--- config.mk ---
export PLATFORM = sky130hd
export DESIGN_NAME = ysyx_22041461_ifu_pc
export DESIGN_NICKNAME = d
export VERILOG_FILES = /design/src/rtl/ysyx_22041461_pkg.sv /design/src/rtl/ysyx_22041461_redir_sel.sv /design/src/rtl/ysyx_22041461_ifu_pc.sv
export SDC_FILE = /design/constraint.sdc
export NUM_CORES = 1
export LEC_CHECK = 0
export ABC_CLOCK_PERIOD_IN_PS = 2500
export BUFFER_PORTS_ARGS = -buffer_cell sky130_fd_sc_hd__buf_2
export CORE_AREA = 2 2 203 205
export DETAILED_ROUTE_END_ITERATION = 8
export DIE_AREA = 0 0 205 207
export PLACE_DENSITY = 0.56
export SYNTH_ARGS = -nofsm -noshare
export SYNTH_HDL_FRONTEND = slang
export SYNTH_SLANG_ARGS = --single-unit
export TNS_END_PERCENT = 50
--- constraint.sdc ---
create_clock -name clk -period 2.5 [get_ports clk]
set_input_delay 0.125 -clock clk [delete_from_list [all_inputs] [get_ports clk]]
set_output_delay 0.125 -clock clk [all_outputs]
set_load 0.005 [all_outputs]
--- src/rtl/ysyx_22041461_pkg.sv ---
// Shared definitions for the ysyx_22041461 fetch front end: IFU states,
// the default reset vector and the redirect-source encoding used with the CSR unit.
package ysyx_22041461_pkg;

    localparam logic [63:0] RESET_VEC_DEFAULT = 64'h0000_0000_8000_0000;

    typedef enum logic [1:0] {
        S_REQ  = 2'd0,
        S_WAIT = 2'd1,
        S_OUT  = 2'd2
    } ifu_state_e;

    typedef enum logic [1:0] {
        REDIR_NONE = 2'd0,
        REDIR_TRAP = 2'd1,
        REDIR_MRET = 2'd2,
        REDIR_BR   = 2'd3
    } redir_src_e;

    // Fixed redirect priority: a trap beats mret, which beats a branch.
    function automatic redir_src_e redir_prio(input logic trap, input logic mret, input logic br);
        if (trap) return REDIR_TRAP;
        if (mret) return REDIR_MRET;
        if (br)   return REDIR_BR;
        return REDIR_NONE;
    endfunction

endpackage

--- src/rtl/ysyx_22041461_redir_sel.sv ---
// Combinational redirect priority select: picks trap, mret or branch target
// and forces the result to a 4-byte aligned address.
module ysyx_22041461_redir_sel
    import ysyx_22041461_pkg::*;
#(
    parameter int XLEN = 64
) (
    input  logic            trap_valid,
    input  logic [XLEN-1:0] mtvec,
    input  logic            mret_valid,
    input  logic [XLEN-1:0] mepc,
    input  logic            br_valid,
    input  logic [XLEN-1:0] br_target,
    output logic            redir,
    output logic [XLEN-1:0] target
);

    localparam logic [XLEN-1:0] ALIGN_MASK = ~{{(XLEN-2){1'b0}}, 2'b11};

    redir_src_e      src;
    logic [XLEN-1:0] raw;

    always_comb begin
        src = redir_prio(trap_valid, mret_valid, br_valid);
        raw = '0;
        case (src)
            REDIR_TRAP: raw = mtvec;
            REDIR_MRET: raw = mepc;
            REDIR_BR:   raw = br_target;
            default:    raw = '0;
        endcase
    end

    assign redir  = (src != REDIR_NONE);
    assign target = raw & ALIGN_MASK;

endmodule

--- src/rtl/ysyx_22041461_ifu_pc.sv ---
// PC generator and single-outstanding fetch sequencer for the ysyx_22041461 IFU.
// Handshakes: req (req_valid/req_ready), rsp (rsp_valid, no backpressure), inst (inst_valid/inst_ready).
module ysyx_22041461_ifu_pc
    import ysyx_22041461_pkg::*;
#(
    parameter int          XLEN      = 64,
    parameter logic [63:0] RESET_VEC = RESET_VEC_DEFAULT,
    parameter int          ILEN      = 32
) (
    input  logic             clk,
    input  logic             rst,
    input  logic             br_valid,
    input  logic [XLEN-1:0]  br_target,
    input  logic             trap_valid,
    input  logic [XLEN-1:0]  mtvec,
    input  logic             mret_valid,
    input  logic [XLEN-1:0]  mepc,
    output logic             req_valid,
    output logic [XLEN-1:0]  req_addr,
    input  logic             req_ready,
    input  logic             rsp_valid,
    input  logic [ILEN-1:0]  rsp_inst,
    output logic             inst_valid,
    output logic [ILEN-1:0]  inst,
    output logic [XLEN-1:0]  inst_pc,
    input  logic             inst_ready,
    output logic [XLEN-1:0]  snpc,
    output logic [XLEN-1:0]  pc,
    output ifu_state_e       dbg_state
);

    localparam logic [XLEN-1:0] STEP    = XLEN'(ILEN / 8);
    localparam logic [XLEN-1:0] PC_INIT = RESET_VEC[XLEN-1:0];

    ifu_state_e      state;
    logic            drop;
    logic            redir;
    logic [XLEN-1:0] target;

    ysyx_22041461_redir_sel #(
        .XLEN (XLEN)
    ) u_redir_sel (
        .trap_valid (trap_valid),
        .mtvec      (mtvec),
        .mret_valid (mret_valid),
        .mepc       (mepc),
        .br_valid   (br_valid),
        .br_target  (br_target),
        .redir      (redir),
        .target     (target)
    );

    assign req_valid = (state == S_REQ) && !rst;
    assign req_addr  = pc;
    assign snpc      = pc + STEP;
    assign dbg_state = state;

    // drop marks an in-flight fetch whose address was superseded by a redirect.
    always_ff @(posedge clk) begin
        if (rst) begin
            state      <= S_REQ;
            pc         <= PC_INIT;
            drop       <= 1'b0;
            inst       <= '0;
            inst_pc    <= '0;
            inst_valid <= 1'b0;
        end else begin
            case (state)
                S_REQ: begin
                    if (redir) pc <= target;
                    if (req_ready) begin
                        state <= S_WAIT;
                        if (redir) drop <= 1'b1;
                    end
                end
                S_WAIT: begin
                    if (rsp_valid) begin
                        if (drop || redir) begin
                            drop  <= 1'b0;
                            state <= S_REQ;
                            if (redir) pc <= target;
                        end else begin
                            inst       <= rsp_inst;
                            inst_pc    <= pc;
                            inst_valid <= 1'b1;
                            state      <= S_OUT;
                        end
                    end else if (redir) begin
                        pc   <= target;
                        drop <= 1'b1;
                    end
                end
                S_OUT: begin
                    if (redir) begin
                        pc         <= target;
                        inst_valid <= 1'b0;
                        state      <= S_REQ;
                    end else if (inst_ready) begin
                        pc         <= snpc;
                        inst_valid <= 1'b0;
                        state      <= S_REQ;
                    end
                end
                default: begin
                    state      <= S_REQ;
                    drop       <= 1'b0;
                    inst_valid <= 1'b0;
                end
            endcase
        end
    end

endmodule

-- Word level (Yosys, flattened, before mapping)
Index checks and enable logic that the tools add are counted.
Widths: inputs -> output; s select.
- add/sub/neg operators: 1
- eq/ne operators: 10
- mux-type cells: 35
- bitwise logic cells: 3
- reduce and logical (&&, ||, !) cells: 11
- operator list (operator ; count):
    $pmux 64 s3 ; 2
    $mux 64 ; 5
    $add 64x3->64 const B ; 1
    $mux 2 ; 11
    $mux 1 ; 14
    $reduce_and 3->1 ; 4
    $eq 2x2->1 const B ; 3
    $ne 2x2->1 const B ; 3
    $ne 3x3->1 const B ; 2
    $pmux 1 s3 ; 2
    $pmux 2 s3 ; 1
    $eq 2x1->1 const B ; 2
    $reduce_and 4->1 ; 1
    $not 1->1 ; 3
    $reduce_bool 3->1 ; 1
    $logic_not 2->1 ; 1
    $reduce_bool 2->1 ; 1
    $logic_and 1x1->1 ; 1
    $logic_not 1->1 ; 1
    $logic_or 1x1->1 ; 1
- register bits: 164
- input port bits: 232
- output and inout bits: 292
- word-level logic and storage cells: 66

-- Depth between registers and ports, before layout
Gate-level depths: netlist of run 1.
- depth in word-level cells: 13
- mapped depth: 9
- mapped depth without buffers: 6

-- Modules after synthesis
Synthesis of run 1 repeated with hierarchy kept, for this count alone.
- cell total of the unflattened synthesis: 1559
- area, all modules: 11593.6 um^2
- modules (own cells, without submodules) (module ; instances ; cells an instance ; area each (um^2) ; seq. area each (um^2)):
    ysyx_22041461_ifu_pc ; 1 ; 1272 ; 9406.5 ; 3283.1
    ysyx_22041461_redir_sel ; 1 ; 287 ; 2187.1 ; 0.0

-- Worst setup path after synthesis of run 1
No wires, ideal clock.
- path kind: register to register
- start point: register pc[2]
- end point: register pc[28]
- library setup time: 127 ps
- arrival: 2093 ps
- data required time: 2373 ps
- path slack: 280 ps
- cell stages (with the launch flop): 8
- buffers on the path: 1
- period minus slack after synthesis: 2220 ps
- path through: dfxtp_1 -> ha_1 -> nand3_1 -> or4_1 -> buf_2 -> nor4_2 -> o21ai_1 -> o2bb2ai_1
- longest elaborated chain between the ends: 4
- RTL lines (element ; line ; RTL):
    start, declared ; ysyx_22041461_ifu_pc.sv:28 ; output logic [XLEN-1:0] pc,
    start signal, assigned ; ysyx_22041461_ifu_pc.sv:70 ; if (redir) pc <= target;
    start signal, assigned ; ysyx_22041461_ifu_pc.sv:81 ; if (redir) pc <= target;
    start signal, assigned ; ysyx_22041461_ifu_pc.sv:89 ; pc <= target;
    $add 64x3->64 ; ysyx_22041461_ifu_pc.sv:55 ; assign snpc = pc + STEP;
    $mux 64 ; ysyx_22041461_ifu_pc.sv:98 ; end else if (inst_ready) begin
    $mux 64 ; ysyx_22041461_ifu_pc.sv:94 ; if (redir) begin
    $pmux 64 s3 ; ysyx_22041461_ifu_pc.sv:68 ; case (state)
No other way between the ends. The select of a mux whose other input is x is not followed.
A chain may end at the register's enable or synchronous reset.

-- Worst setup path in the final report of run 1
- start point: register pc[11]
- end point: output snpc[58]
- longest elaborated chain between the ends: 1
- RTL lines (element ; line ; RTL):
    $add 64x3->64 ; ysyx_22041461_ifu_pc.sv:55 ;
    end, declared ; ysyx_22041461_ifu_pc.sv:27 ; output logic [XLEN-1:0] snpc,
No other way between the ends.

==> run_results.csv, run 1 <==
group,metric,value,unit
floorplan,die_w,205,um
final_layout,antennaDiodeCount,0,
run_status,outcome,"finished clean",
placement,placed_cells,2326,
sta,finalHoldViolations,0,
floorplan,core-area,40400,um2
logic_synthesis,synth.most_common_cell,"nand2_1",
pwr,p_switching,0.00208,W
clock_tree,h-tree-depth,4,
logic_synthesis,synth_fa_ha_area_share,0.127,%
pwr,ir_worst_vdd,0.000358,V
setup_path,cp-start-kind,"register",
logic_synthesis,ys.flop_type,"dfxtp_1",
floorplan,rows,74,
sta,period_minus_slack,2.50,ns
floorplan,die_area,42400,um2
routing,viasPerCell,5.04,
setup_path,arrival,2.37,ns
logic_synthesis,synth.area.top_cells,"dfxtp_1 (32%), nand2_1 (11%), a21oi_1 (7.3%)",
clock_tree,root_buffer,"clkbuf_16",
logic_synthesis,synth_cells,1366,
pwr,p_sw_share,29.7,%
min_path,hold_depth,2,
sta,final_max_slew_viol_count,0,
logic_synthesis,ys_warn_count,0,
pwr,power_frac_seq,39.1,%
logic_synthesis,synthArstFlopShare,0,%
sta,setup_viol,0,
global_routing,antenna_found_initial,1,
logic_synthesis,synth_edf_count,0,
clock_tree,cts_made_buffers,17,
routing,first_pass_iters,7,
clock_tree,clk_pin_slew,0.07,ns
global_routing,grt_pass1_vias,11200,
logic_synthesis,synth_top_area_share,32.4,%
final_layout,final_cells,2438,
setup_path,r2r_setup_slack,0.37,ns
logic_synthesis,synthMuxAreaShare,0.304,%
clock_tree,clock-sinks,160,
routing,drt_iter0_drc,1177,
clock_tree,cts_tree,"built",
routing,final_antenna_net_count,0,
global_routing,grt_pass1_wl,70.7,mm
setup_path,critPathKind,"register to output port",
setup_path,r2r_start,"pc[2]",
logic_synthesis,synth_compound_area_share,24.3,%
sta,relSlewSlack,22.2,%
clock_tree,clk_latency,0.45,ns
floorplan,floorplan.io_pins,524,
clock_tree,clk_path_buf_depth,2,
floorplan,die-height,207,um
placement,gp_congestion,0.976,
logic_synthesis,synth_seq_cells,160,
pwr,p_leak,6.77,nW
setup_path,cp-end-kind,"output port",
sta,fin_setup_tns,0,ns
sta,worst_pin_slew,1.16,ns
logic_synthesis,ys_types,72,
logic_synthesis,synthSimpleGateAreaFrac,26.0,%
setup_path,worstPathRequired,2.38,ns
min_path,holdCritStartpoint,"rst",
logic_synthesis,syn-mean-instance-area,7.24,um2
final_layout,drive_above_1_share,41.6,%
pwr,power.density,473,nW/um2
pwr,p_int,0.00491,W
global_routing,grt_max_degree,95,
logic_synthesis,syn-cell-area,9890,um2
routing,drcViolationCount,0,
placement,dp.final_hpwl,36.9,mm
job,cap_violations,0,
sta,max_freq,401,MHz
setup_path,worst-path-max-fanout,20,
logic_synthesis,synth_top_area_cell,"dfxtp_1",
routing,routed_wl,48.8,mm
sta,rsz0062_at_grt,"true",
logic_synthesis,synthTopCellsByCount,"nand2_1 (284), dfxtp_1 (160), a21oi_1 (145), clkbuf_1 (87), buf_4 (70)",
routing,vias,12300,
sta,skew,0.0157,ns
logic_synthesis,synth_top_family_by_area,"simple AND/OR/NAND/NOR gates",
logic_synthesis,synth_xor_area_share,5.31,%
pwr,clkPwrFrac,40.5,%
final_layout,final_nets,2126,
global_routing,grtUsageTotal,21.9,%
min_path,hold_end,"pc[33]",
floorplan,initial_core_util,24.5,%
min_path,hp-class,"primary input to register",
sta,layout_worst_path_cycle_share,99.8,%
final_layout,area_delta_synth_final,49.5,%
pwr,comb_power_share,20.5,%
global_routing,grt_overflow,0,
logic_synthesis,ys_seq_area_share,32.4,%
setup_path,r2r-end,"pc[11]",
setup_path,ff2ff_path_depth,9,
routing,wl_per_cell,20.0,um
placement,port_buffers,509,
==> metal layers <==
metal  global-route usage [%]  wire (um)
met5                        0         18
met2                     37.5      23600
met3                     3.85       3080
met1                     28.4      21000
met4                     5.46       1040
==> critical path, stage by stage, from the launching register on <==
cell and delay (ns):
dfxtp_2 0.36, nand4_4 0.18, buf_4 0.19, nor4_4 0.23, nand4_1 0.14, buf_6 0.19, nor2_1 0.20, xor2_1 0.25
buf_2 0.17
==> worst max-delay path by stage <==
stage,slack [ns],to,cells after the start,startpoint
6_report,0.004,snpc[58],8,pc[11]
5_1_grt,-0.08,snpc[58],8,pc[11]
4_1_cts,-0.03,snpc[24],6,pc[2]
3_5_place_dp,0.17,snpc[28],6,pc[2]
2_1_floorplan,0.28,pc[28],7,pc[2]
3_3_place_gp,0.21,snpc[28],6,pc[2]
==> through the flow <==
stage | instance area, um2 | power [W] | hold WS [ns] | util, % | setup WS, ns
floorplan | 9920 | 0.00342 | 0.261 | - | 0.280
finish | 14800 | 0.00699 | 0.0572 | 36.6 | 0.00429
CTS | 14300 | 0.00704 | 0.0179 | 35.4 | -0.0292
detailed placement | 13100 | 0.00413 | 0.374 | 32.4 | 0.172
global placement | 13100 | 0.00412 | 0.368 | 32.4 | 0.207
global route | 14800 | 0.00731 | 0.0370 | 36.6 | -0.0844
==> area by class of cell <==
cell class              instances  area (um2)
well taps                     532         666
inverters                      22        82.6
multi-input cells             990        5920
fillers                      4260       25600
flip-flops and latches        160        3260
clock inverters                12         158
clock buffers                  20         457
repair buffers                702        4250
==> placed cells by master (no fill, tap or decap), drive strengths merged, types with 5 or more instances in the layout <==
cell type / netlist / final
buf: 114 / 667
nand2: 285 / 285
dfxtp: 160 / 160
a21oi: 145 / 145
o21ai: 75 / 75
nor2: 67 / 67
a22oi: 43 / 43
dlygate4sd3: 0 / 35
nor3: 33 / 33
nand3: 32 / 32
xnor2: 31 / 31
xor2: 29 / 29
nand4: 28 / 28
nor4: 27 / 27
inv: 21 / 23
clkbuf: 87 / 20
a221oi: 17 / 17
o211ai: 16 / 16
a31oi: 14 / 14
and3: 12 / 12
a221o: 10 / 10
or4: 10 / 10
a211oi: 9 / 9
conb: 1 / 8
and2: 7 / 7
nor2b: 7 / 7
a211o: 6 / 6
o32ai: 6 / 6
and4: 6 / 6
or3: 5 / 5
o22ai: 5 / 5
clkinv: 1 / 5
==> power by group through the flow <==
stage                     Clock [W]  Sequential (W)  Combinational, W
after global routing        0.00302         0.00274           0.00155
after CTS                   0.00291         0.00273           0.00140
final                       0.00283         0.00273           0.00143
after global placement            0         0.00278           0.00134
after detailed placement          0         0.00278           0.00135
after floorplan                   0         0.00279          0.000624
==> logic make-up after synthesis <==
| group | after synthesis |
|---|---|
| muxes | 3 |
| DFF | 160 |
| xor gates and xnor gates | 60 |
| buffers and inverters | 223 |
| and+or+nand+nor | 536 |
| other | 1 |
| adders and majority gates | 1 |
| AOI/OAI and AO/OA | 382 |
==> sequential cells by signal (all words and copies together) (netlist names) <==
| name | count |
|---|---|
| inst_pc | 62 |
| drop | 1 |
| dbg_state | 2 |
| pc | 62 |
| inst_valid | 1 |
| inst | 32 |
==> timing repair <==
item                                   CTS  global route
setup endpoints to repair               41            34
buffers inserted                        11            33
pin swaps                               14            26
hold buffers                            35             0
gates resized for setup                 43            64
endpoints found under the hold margin   35             0
cloned                                   0             1
No activity file was read; power rests on OpenSTA's default activity.
==> inputs of run 2 (changes only) <==
--- a/config.mk
+++ b/config.mk
@@ -10,7 +10,7 @@
 export CORE_AREA = 2 2 203 205
 export DETAILED_ROUTE_END_ITERATION = 8
 export DIE_AREA = 0 0 205 207
-export PLACE_DENSITY = 0.56
+export SLEW_MARGIN = 20
 export SYNTH_ARGS = -nofsm -noshare
 export SYNTH_HDL_FRONTEND = slang
 export SYNTH_SLANG_ARGS = --single-unit
==> run 2 against run 1 <==
Effect of this change:
- the flow now finishes with violations (negative setup slack)
- clock skew is 0.0089 ns higher
- maximum frequency is 4.2% lower
- sequential power hardly changed
- register-to-register slack worse by 0.31 ns
- clock power hardly changed
- global-route usage is 0.84 points higher
- non-clock buffer count is 10 lower
- wire length is 2.3% higher
- worst hold slack better by 0.0018 ns
- largest cell class unchanged
==> run_results.csv, run 2 (synthesis results as in run 1) <==
group,metric,value,unit
global_routing,grtUsageTotal,22.8,%
clock_tree,clk_latency,0.46,ns
setup_path,cpMaxStageDelayCell,"dfxtp_2",
routing,wl_per_cell,20.6,um
floorplan,die_area,42400,um2
routing,top_layer,"met4",
sta,fin_ws,-0.106,ns
clock_tree,clk_pin_slew,0.07,ns
global_routing,grt_pass1_wl,72.6,mm
clock_tree,clk_path_buf_depth,2,
placement,dp.final_hpwl,37.4,mm
run_status,failed_checks,"negative setup slack",
clock_tree,clock-sinks,160,
setup_path,worstPathRequired,2.38,ns
pwr,ir_worst_vdd,0.000384,V
setup_path,worst-path-max-fanout,6,
clock_tree,root_buffer,"clkbuf_16",
final_layout,final_nets,2116,
pwr,p_leak,6.76,nW
sta,rsz0062_at_grt,"true",
routing,wl_met1,21.5,mm
setup_path,critPathKind,"register to output port",
routing,met3_length,3.27,mm
clock_tree,cts_tree,"built",
final_layout,top_regs,"inst_pc: 62 flops, pc: 62 flops, inst: 32 flops",
routing,routed-wl-met2,24.2,mm
setup_path,cpPeakStageDelay,0.38,ns
setup_path,cp-end-kind,"output port",
setup_path,cpMostUsedCell,"nand4_1",
setup_path,cp-start-kind,"register",
routing,routed_wl,49.9,mm
routing,first_pass_iters,5,
placement,gp_congestion,0.919,
routing,viasPerCell,5.08,
clock_tree,h-tree-depth,4,
sta,holdWs,0.0589,ns
floorplan,floorplan.io_pins,524,
floorplan,rows,74,
sta,max_freq,384,MHz
floorplan,die_w,205,um
floorplan,core-area,40400,um2
pwr,power.density,474,nW/um2
run_status,outcome,"finished with violations",
final_layout,area_delta_synth_final,49.1,%
global_routing,grt_overflow,0,
final_layout,antennaDiodeCount,0,
final_layout,drive_above_1_share,40.9,%
placement,port_buffers,509,
sta,finalHoldViolations,0,
setup_path,crit_chain,"nand4_1 > nor4_2 > nand4_1 > buf_6 > buf_12 > nor2_2 > xor2_2 > buf_2",
sta,period_minus_slack,2.61,ns
sta,worst_pin_slew,0.906,ns
global_routing,grt_max_degree,82,
routing,final_antenna_net_count,0,
final_layout,final_cells,2428,
routing,drt_iter0_drc,1041,
min_path,hp-class,"primary input to register",
sta,setup_viol,10,
global_routing,grt_pass1_vias,11600,
sta,skew,0.0246,ns
pwr,power.total,0.00699,W
setup_path,crit_family,"simple AND/OR/NAND/NOR gates",
setup_path,arrival,2.48,ns
sta,layout_worst_path_cycle_share,104,%
floorplan,die-height,207,um
final_layout,layout_common_cells,"buf_2 (506), nand2_1 (283), a21oi_1 (144), dfxtp_1 (143), buf_4 (129)",
job,cap_violations,0,
clock_tree,cts_made_buffers,17,
routing,vias,12300,
setup_path,path_buf_inv,3,
sta,final_max_slew_viol_count,0,
sta,relSlewSlack,39.3,%
global_routing,antenna_found_initial,0,
final_layout,final_common_cell,"buf_2",
floorplan,initial_core_util,24.5,%
routing,drcViolationCount,0,
placement,placed_cells,2331,
## run 2: metrics by stage
step	TNS (ns)	instance area [um2]	setup WS (ns)	util, %
after floorplan	0	9920	0.280	-
after global placement	0	13100	0.0757	32.5
after detailed placement	0	13100	0.0840	32.5
after CTS	-2.10	14500	-0.144	36.0
after global routing	-5.01	14700	-0.260	36.5
final	-0.528	14700	-0.106	36.5
## run 2: area by class of cell
class                      count  area [um2]
fill                        4276       25600
multi-input combinational    990        5960
timing repair buffer         692        4200
sequential                   160        3220
tap                          532         666
clock buffer                  18         429
clock inverter                14         181
inverter                      22        82.6
## run 2: worst paths after layout
kind | from | endpoint | slack (ns) | depth (start not counted)
worst max-delay path | pc[21] | snpc[58] | -0.11 | 8
worst min-delay path | mtvec[2] | pc[2] | 0.06 | 3
worst max register to register | pc[21] | pc[52] | 0.06 | 10
worst min register to register | inst_pc[24] | inst_pc[24] | 0.45 | 2
## run 2: timing repair
| action | CTS | global route |
|---|---|---|
| setup buffers | 19 | 10 |
| pin swaps | 19 | 22 |
| setup endpoints to repair | 41 | 50 |
| gates resized for setup | 66 | 34 |
| gates cloned | 1 | 0 |
| hold buffers | 35 | 0 |
| endpoints found under the hold margin | 36 | 0 |
## run 2: where the power goes
part	internal, W	total (W)	leakage (nW)	switching [W]
sequential	0.00264	0.00274	1.31	0.000104
combinational	0.000636	0.00142	5.16	0.000789
clock	0.00159	0.00283	0.289	0.00124
total	0.00486	0.00699	6.76	0.00213
## run 2: worst min-delay path, stage by stage
cell and delay [ns]:
buf_2 0.08, a211oi_1 0.06, a211oi_1 0.19
## run 2: metal layers
layer	global-route usage (%)	vias up
met5	0	-
met4	6.18	0
met3	3.78	52
met2	38.8	573
met1	29.5	5916
li1	-	5794
==> inputs of run 3 (changes only) <==
--- a/config.mk
+++ b/config.mk
@@ -7,9 +7,13 @@
 export LEC_CHECK = 0
 export ABC_CLOCK_PERIOD_IN_PS = 2500
 export BUFFER_PORTS_ARGS = -buffer_cell sky130_fd_sc_hd__buf_2
-export CORE_AREA = 2 2 203 205
+export CELL_PAD_IN_SITES_DETAIL_PLACEMENT = 1
+export CELL_PAD_IN_SITES_GLOBAL_PLACEMENT = 2
+export CORE_MARGIN = 2
+export CORE_UTILIZATION = 23
 export DETAILED_ROUTE_END_ITERATION = 8
-export DIE_AREA = 0 0 205 207
+export PLACE_DENSITY_LB_ADDON = 0.1
+export SKIP_CTS_REPAIR_TIMING = 1
 export SLEW_MARGIN = 20
 export SYNTH_ARGS = -nofsm -noshare
 export SYNTH_HDL_FRONTEND = slang
==> run 3 against run 2 <==
Effect of this change:
- maximum frequency is 3.7% higher
- final cell count hardly changed
- sequential cell count stayed put
- the run still ends with negative setup slack left
- non-clock buffer count is 5 lower
- via count is 1.9% lower
- total power is 2.1% lower
- clock skew is 0.012 ns lower
- worst hold slack worse by 0.031 ns
- combinational power hardly changed
- global-route usage is 0.65 points higher
==> run_results.csv, run 3 (synthesis results as in run 1) <==
group,metric,value,unit
run_status,outcome,"finished with violations",
run_status,failed_checks,"negative setup slack",
routing,drt_iter0_drc,693,
floorplan,die_area,44700,um2
final_layout,layout_common_cells,"buf_2 (509), nand2_1 (282), a21oi_1 (144), dfxtp_1 (142), buf_4 (120)",
sta,rsz0062_at_grt,"true",
routing,routed_wl,54.3,mm
job,cap_violations,0,
floorplan,die-height,211,um
floorplan,core-area,42200,um2
global_routing,grt_overflow,0,
setup_path,cp-start-kind,"register",
final_layout,final_cells,2430,
sta,relSlewSlack,40.7,%
routing,final_antenna_net_count,0,
sta,max_freq,398,MHz
setup_path,arrival,2.39,ns
sta,setup_viol,2,
pwr,p_leak,6.65,nW
final_layout,drive_above_1_share,40.3,%
clock_tree,clk_latency,0.46,ns
sta,worst_pin_slew,0.887,ns
floorplan,rows,75,
min_path,hp-class,"primary input to register",
pwr,power.density,469,nW/um2
clock_tree,root_buffer,"clkbuf_16",
global_routing,grt_pass1_vias,11800,
setup_path,critPathKind,"register to output port",
setup_path,worst-path-max-fanout,20,
setup_path,ff2ff_path_depth,8,
clock_tree,cts_tree,"built",
global_routing,antenna_found_initial,3,
placement,dp.final_hpwl,40.9,mm
setup_path,cp-end-kind,"output port",
final_layout,final_common_cell,"buf_2",
global_routing,grt_pass1_wl,77.7,mm
min_path,hold_end,"dbg_state[0]",
setup_path,r2r-end,"pc[53]",
sta,period_minus_slack,2.51,ns
clock_tree,clk_path_buf_depth,2,
floorplan,die_w,211,um
clock_tree,clock-sinks,160,
sta,finalHoldViolations,0,
routing,drcViolationCount,0,
pwr,power.total,0.00685,W
floorplan,floorplan.io_pins,524,
sta,skew,0.0125,ns
min_path,holdCritStartpoint,"req_ready",
clock_tree,cts_made_buffers,17,
clock_tree,clk_pin_slew,0.07,ns
final_layout,area_delta_synth_final,47.5,%
placement,gp_congestion,0.851,
global_routing,grtUsageTotal,23.4,%
sta,layout_worst_path_cycle_share,101,%
floorplan,initial_core_util,23.4,%
setup_path,worstPathRequired,2.38,ns
placement,port_buffers,509,
setup_path,crit_start,"pc[21]",
final_layout,final_nets,2111,
placement,placed_cells,2335,
sta,final_max_slew_viol_count,0,
routing,viasPerCell,4.98,
sta,fin_ws,-0.0137,ns
pwr,ir_worst_vdd,0.000288,V
routing,first_pass_iters,5,
final_layout,fill_cells,5269,
clock_tree,h-tree-depth,4,
routing,wl_per_cell,22.3,um
min_path,hold_depth,3,
global_routing,grt_max_degree,106,
final_layout,top_regs,"inst_pc: 62 flops, pc: 62 flops, inst: 32 flops",
setup_path,r2r_setup_slack,0.27,ns
setup_path,r2r_start,"pc[24]",
routing,vias,12100,
final_layout,antennaDiodeCount,0,
run 3: where the power goes:
part	internal, W	switching, W	total [W]
registers	0.00264	0.0000836	0.00272
clock network	0.00150	0.00119	0.00269
logic	0.000633	0.000810	0.00144
total	0.00477	0.00208	0.00685
run 3: critical path, cell delays in order, from the launching register on:
cell     delay [ns]
dfxtp_1        0.41
nand4_1        0.12
buf_4          0.17
nor4_4         0.27
nand4_1        0.15
buf_6          0.20
or2_1          0.28
xnor2_1        0.15
buf_2          0.16
run 3: metrics by stage:
step / hold WS (ns) / cell area (um2) / util (%) / TNS (ns) / worst slack (ns)
5_1_grt: 0.0257 / 14600 / 34.6 / -1.89 / -0.120
4_1_cts: -0.125 / 13700 / 32.4 / -11.78 / -0.402
6_report: 0.0279 / 14600 / 34.6 / -0.0146 / -0.0137
2_1_floorplan: 0.261 / 9920 / - / 0 / 0.280
3_3_place_gp: 0.367 / 13100 / 31.1 / 0 / 0.158
3_5_place_dp: 0.373 / 13100 / 31.1 / 0 / 0.0900
run 3: metal layers:
layer / up-vias / track usage [%] / part of all wire [%]
met5: - / 0 / 0.076
met4: 6 / 6.14 / 1.8
met3: 44 / 4.30 / 5.1
met2: 368 / 38.9 / 47
met1: 5915 / 31.2 / 46
li1: 5770 / - / -
run 3: worst max-delay path by stage:
| stage | endpoint | slack, ns |
|---|---|---|
| CTS | snpc[38] | -0.40 |
| global route | snpc[48] | -0.12 |
| detailed placement | pc[62] | 0.09 |
| global placement | pc[62] | 0.16 |
| finish | snpc[56] | -0.01 |
| floorplan | pc[28] | 0.28 |
run 3: area by class of cell:
cell class,instances,area (um2),share of cell area (%)
Clock buffer,23,458,3.14
Tap cell,539,674,4.62
Clock inverter,9,108,0.738
Inverter,22,82.6,0.566
Multi-Input combinational cell,990,5880,40.3
Sequential cell,160,3230,22.1
Timing Repair Buffer,687,4160,28.5
